[src/rtl/instr_word_pkg.sv]
// instr_word_pkg: default widths, NOP constants and the fixed-width instruction word
package instr_word_pkg;
   localparam int DATA_W_DEF = 32;
   localparam int OP_W_DEF = 8;
   localparam int ADDR_W_DEF = 24;
   localparam logic [OP_W_DEF-1:0] NOP_OPCODE_DEF = 8'hFF;
   localparam int NOP_A_DEF = 100;
   localparam int NOP_B_DEF = 5;
   typedef struct packed {
      logic [DATA_W_DEF-1:0] a;
      logic [DATA_W_DEF-1:0] b;
      logic [OP_W_DEF-1:0]   opcode;
      logic [ADDR_W_DEF-1:0] address;
   } instruction_word_t;
endpackage

[src/rtl/fifo_ptr_ctrl.sv]
// fifo_ptr_ctrl: read/write pointers, occupancy and handshake qualification for a power-of-two FIFO
module fifo_ptr_ctrl #(
   parameter int DEPTH = 4
) (
   input  logic                       clock,
   input  logic                       reset,
   input  logic                       flush,
   input  logic                       in_valid,
   input  logic                       out_ready,
   output logic [$clog2(DEPTH)-1:0]   wr_ptr,
   output logic [$clog2(DEPTH)-1:0]   rd_ptr,
   output logic [$clog2(DEPTH):0]     count,
   output logic                       full,
   output logic                       empty,
   output logic                       push,
   output logic                       pop
);
   localparam int AW = $clog2(DEPTH);
   localparam int CW = AW + 1;
   assign full = count == CW'(DEPTH);
   assign empty = count == '0;
   // a flush swallows any handshake in the same cycle
   assign push = in_valid && !full && !flush;
   assign pop = out_ready && !empty && !flush;
   always_ff @(posedge clock) begin
      if (reset || flush) begin
         wr_ptr <= '0;
         rd_ptr <= '0;
         count <= '0;
      end else begin
         wr_ptr <= wr_ptr + AW'(push);
         rd_ptr <= rd_ptr + AW'(pop);
         count <= count + CW'(push) - CW'(pop);
      end
   end
   a_count_max: assert property (@(posedge clock) disable iff (reset) count <= CW'(DEPTH));
   a_no_push_full: assert property (@(posedge clock) disable iff (reset) push |-> !full);
   a_no_pop_empty: assert property (@(posedge clock) disable iff (reset) pop |-> !empty);
endmodule

[src/rtl/instr_word_queue.sv]
// instr_word_queue: show-ahead FIFO of instruction words that presents a NOP word while empty
module instr_word_queue
   import instr_word_pkg::*;
#(
   parameter int DATA_W = DATA_W_DEF,
   parameter int OP_W = OP_W_DEF,
   parameter int ADDR_W = ADDR_W_DEF,
   parameter int DEPTH = 4,
   parameter logic [OP_W-1:0] NOP_OPCODE = OP_W'(NOP_OPCODE_DEF),
   parameter int NOP_A = NOP_A_DEF,
   parameter int NOP_B = NOP_B_DEF
) (
   input  logic                     clock,
   input  logic                     reset,
   input  logic                     flush,
   input  logic                     in_valid,
   output logic                     in_ready,
   input  logic [DATA_W-1:0]        in_a,
   input  logic [DATA_W-1:0]        in_b,
   input  logic [OP_W-1:0]          in_opcode,
   input  logic [ADDR_W-1:0]        in_address,
   output logic                     out_valid,
   input  logic                     out_ready,
   output logic [DATA_W-1:0]        out_a,
   output logic [DATA_W-1:0]        out_b,
   output logic [OP_W-1:0]          out_opcode,
   output logic [ADDR_W-1:0]        out_address,
   output logic [$clog2(DEPTH):0]   count
);
   typedef struct packed {
      logic [DATA_W-1:0] a;
      logic [DATA_W-1:0] b;
      logic [OP_W-1:0]   opcode;
      logic [ADDR_W-1:0] address;
   } word_t;
   word_t mem [DEPTH];
   word_t head;
   logic [$clog2(DEPTH)-1:0] wr_ptr, rd_ptr;
   logic full, empty, push, pop;
   fifo_ptr_ctrl #(.DEPTH(DEPTH)) u_ctrl (
      .clock(clock),
      .reset(reset),
      .flush(flush),
      .in_valid(in_valid),
      .out_ready(out_ready),
      .wr_ptr(wr_ptr),
      .rd_ptr(rd_ptr),
      .count(count),
      .full(full),
      .empty(empty),
      .push(push),
      .pop(pop)
   );
   always_ff @(posedge clock) begin
      if (push) mem[wr_ptr] <= '{a: in_a, b: in_b, opcode: in_opcode, address: in_address};
   end
   assign in_ready = !full;
   assign out_valid = !empty;
   assign head = mem[rd_ptr];
   // storage is never read while empty, so outputs stay defined after reset
   always_comb begin
      out_a = empty ? DATA_W'(NOP_A) : head.a;
      out_b = empty ? DATA_W'(NOP_B) : head.b;
      out_opcode = empty ? NOP_OPCODE : head.opcode;
      out_address = empty ? '0 : head.address;
   end
   a_pop_valid: assert property (@(posedge clock) disable iff (reset) pop |-> out_valid);
   a_hold: assert property (@(posedge clock) disable iff (reset)
      out_valid && !out_ready && !flush |=> $stable({out_a, out_b, out_opcode, out_address}));
endmodule

[config.mk]
export PLATFORM = sky130hd
export DESIGN_NAME = instr_word_queue
export DESIGN_NICKNAME = d
export VERILOG_FILES = /design/src/rtl/instr_word_pkg.sv /design/src/rtl/fifo_ptr_ctrl.sv /design/src/rtl/instr_word_queue.sv
export SDC_FILE = /design/constraint.sdc
export NUM_CORES = 1
export LEC_CHECK = 0
export CAP_MARGIN = 5
export CORE_MARGIN = 2
export CORE_UTILIZATION = 25
export CTS_CLUSTER_DIAMETER = 80
export DETAILED_ROUTE_END_ITERATION = 6
export SYNTH_ARGS = -nofsm -noshare
export SYNTH_HDL_FRONTEND = slang
export SYNTH_SLANG_ARGS = --single-unit
[constraint.sdc]
create_clock -name clock -period 17 [get_ports clock]
set_input_delay 2.55 -clock clock [delete_from_list [all_inputs] [get_ports clock]]
set_output_delay 2.55 -clock clock [all_outputs]
set_load 0.03 [all_outputs]
==> impl_metrics.env <==
export IMPL_status="completed"
export IMPL_setup_viol=0
export IMPL_ctsRootBufferMaster="clkbuf_16"
export IMPL_grt_overflow=0
export IMPL_power_density_mw_per_mm2=110
export IMPL_reg2reg_setup_slack_ns=14.24
export IMPL_r2r_start="u_ctrl.count[2]"
export IMPL_htree_levels=2
export IMPL_layout_drive_gt1_share_pct=19.5
export IMPL_start_kind="flip-flop"
export IMPL_grt_pass1_vias=7624
export IMPL_post_cts_buffers=0
export IMPL_slowest_delay_ns=0.98
export IMPL_cap_violations=0
export IMPL_maxSlewHeadroom_pct=27.5
export IMPL_whs_path_depth=2
export IMPL_grt_pass1_wl_um=48600
export IMPL_fmax_mhz=162
export IMPL_p_sw_share_pct=21.0
export IMPL_die_y_um=248
export IMPL_rows=89
export IMPL_required_ns=14.45
export IMPL_crit_buf_inv=2
export IMPL_grt_max_degree=58
export IMPL_cpMaxStageDelayCell="dfxtp_4"
export IMPL_hold_path_class="reg -> reg"
export IMPL_cts_num_sinks=391
export IMPL_grt_usage_pct=10.8
export IMPL_drv_slew=0
export IMPL_critical_path_top_delay_family="buffers and inverters"
export IMPL_crit_type="reg -> out"
export IMPL_final_common_cell="edfxtp_1"
export IMPL_fin_skew_ns=0.0143
export IMPL_end_kind="output pin"
export IMPL_seqPwrFrac_pct=51.2
export IMPL_cts_buffers=44
export IMPL_syn_avg_cell_area_um2=23.0
export IMPL_post_route_period_util_pct=36.2
export IMPL_vdd_ir_drop_max_mv=0.0583
export IMPL_cts_tree="done"
export IMPL_synth_seq_cells=391
export IMPL_ant_nets=0
export IMPL_p_switching_mw=0.443
export IMPL_reg2reg_to="u_ctrl.count[2]"
export IMPL_min_to="u_ctrl.wr_ptr[1]"
export IMPL_synth_distinct_cells=22
export IMPL_globalplace_congestion=0.702
export IMPL_fill_cells=5547
export IMPL_start_util_pct=25.2
export IMPL_p_clk_share_pct=42.5
export IMPL_tightest_slew_ns=1.08
export IMPL_path_cells="buf_4 > mux4_2 > and2_1 > clkdlybuf4s50_1"
export IMPL_holdWs_ns=0.614
export IMPL_synth_yosys_warnings=0
export IMPL_core_area_mm2=0.0589
export IMPL_min_delay_start="u_ctrl.wr_ptr[1]"
export IMPL_pwr_share_comb_pct=6.3
export IMPL_drc=0
export IMPL_antenna_found_initial=7
export IMPL_firstDrtPassIters=4
export IMPL_detailed_place_hpwl_um=18700
export IMPL_p_leak_nw=5.87
export IMPL_min_period_ns=6.16
export IMPL_clk_latency_ns=0.56
export IMPL_r2r_cells=6
export IMPL_die_width_um=248
export IMPL_synthesis_area_mm2=0.0149
export IMPL_dr_total_vias=7110
export IMPL_cts_resized=0
export IMPL_finalHoldViolCount=0
export IMPL_area_growth_pct=29.0
export IMPL_wl_per_cell_um=19.6
export IMPL_arrival_ns=3.61
export IMPL_first_iter_violations=363
export IMPL_wirelength_um=33000
export IMPL_syn_instance_count=646
export IMPL_clkTransAtPathRegs_ns=0.06
export IMPL_ys_seq_area_share_pct=78.5
export IMPL_rsz0062_at_grt="no"
export IMPL_ios=202
export IMPL_setup_tns_ns=0
export IMPL_crit_fanout=57
export IMPL_cts_buffer_depth=3
export IMPL_io_buffers=201
export IMPL_syn_num_nets=752
export IMPL_internal_power_mw=1.67
export IMPL_layout_nets=982
export IMPL_postCtsHoldBufs=0
export IMPL_die_area_mm2=0.0614
export IMPL_avgViaCountPerCell=4.23
export IMPL_final_cell_mix="384 x edfxtp_1, 201 x clkdlybuf4s50_1, 96 x mux4_2, 87 x and2_1, 45 x clkbuf_16"
-- power groups by stage --
stage | clock network (mW) | registers, mW | logic (mW)
after global routing | 0.967 | 1.08 | 0.143
after detailed placement | 0 | 1.10 | 0.136
after CTS | 0.933 | 1.08 | 0.137
final | 0.897 | 1.08 | 0.133
after global placement | 0 | 1.10 | 0.134
after floorplan | 0 | 1.10 | 0.0613
-- metal layers --
metal | wire [µm] | track usage (%) | vias to the layer above
met5 | 62 | 0 | -
li1 | - | - | 3118
met2 | 14600 | 15.9 | 188
met3 | 2370 | 3.72 | 54
met4 | 722 | 3.13 | 10
met1 | 15200 | 15.0 | 3740
-- flip-flops by register name, indices dropped and copies added, names as in the netlist --
signal / flops
u_ctrl.rd_ptr: 2
u_ctrl.count: 3
mem: 384
u_ctrl.wr_ptr: 2
-- final cells by class --
| class | count | area (µm²) | share of cell area, % |
|---|---|---|---|
| timing repair buffer | 216 | 2120 | 11.1 |
| multi-input combinational | 217 | 3020 | 15.8 |
| inverter | 6 | 22.5 | 0.117 |
| sequential | 391 | 11700 | 60.9 |
| tap | 773 | 967 | 5.04 |
| antenna | 1 | 2.50 | 0.0130 |
| clock buffer | 62 | 1220 | 6.36 |
| clock inverter | 15 | 140 | 0.731 |
-- tightest hold or removal path, cell delays in order (launching register included) --
cell     delay (ns)
dfxtp_1        0.37
xnor2_1        0.16
nor3_1         0.04
-- metrics by stage --
stage                     cells  utilization [%]  total power [mW]  area, µm²  worst slack, ns
after global placement     1603             30.2              1.23      17800            11.39
after floorplan             646                -              1.16      14900             3.60
after global routing       1680             32.5              2.19      19200            10.60
final                      1681             32.6              2.11      19200            10.84
after detailed placement   1603             30.2              1.24      17800            11.39
after CTS                  1680             32.5              2.15      19200            10.74
-- Yosys cell counts --
cell type	n	area share (%)
fa_1	1	0.13
nand2b_1	1	0.042
dfxtp_1	7	0.94
or2_1	13	0.55
nor3_2	1	0.067
buf_6	6	0.45
nor4b_1	2	0.12
ha_1	4	0.34
nor3b_1	2	0.10
nor3_1	3	0.10
nor4bb_1	1	0.067
inv_1	6	0.15
edfxtp_1	384	78
xnor2_1	2	0.12
buf_4	1	0.051
clkbuf_1	15	0.38
mux4_2	96	15
nor4_1	1	0.042
xor3_1	1	0.16
and2_1	87	3.7
nor2_1	2	0.051
buf_2	10	0.34
-- worst max-delay path by stage --
stage	startpoint	end	slack (ns)	cells after the start
floorplan	flush	mem[1][0]	3.60	2
global placement	u_ctrl.rd_ptr[0]	out_opcode[1]	11.39	4
detailed placement	u_ctrl.rd_ptr[1]	out_a[0]	11.39	4
CTS	u_ctrl.rd_ptr[0]	out_opcode[4]	10.74	4
global route	u_ctrl.rd_ptr[0]	out_opcode[4]	10.60	4
finish	u_ctrl.rd_ptr[1]	out_a[0]	10.84	4
-- cell families after synthesis --
family / after synthesis / synth area share [%]
flip-flops: 391 / 78.5
multiplexers: 96 / 14.5
AND/OR/NAND/NOR: 113 / 4.80
XOR/XNOR: 3 / 0.278
adder cells (fa/ha/maj): 5 / 0.471
buffers and inverters: 38 / 1.37
No activity file was read; power rests on OpenSTA's default activity.
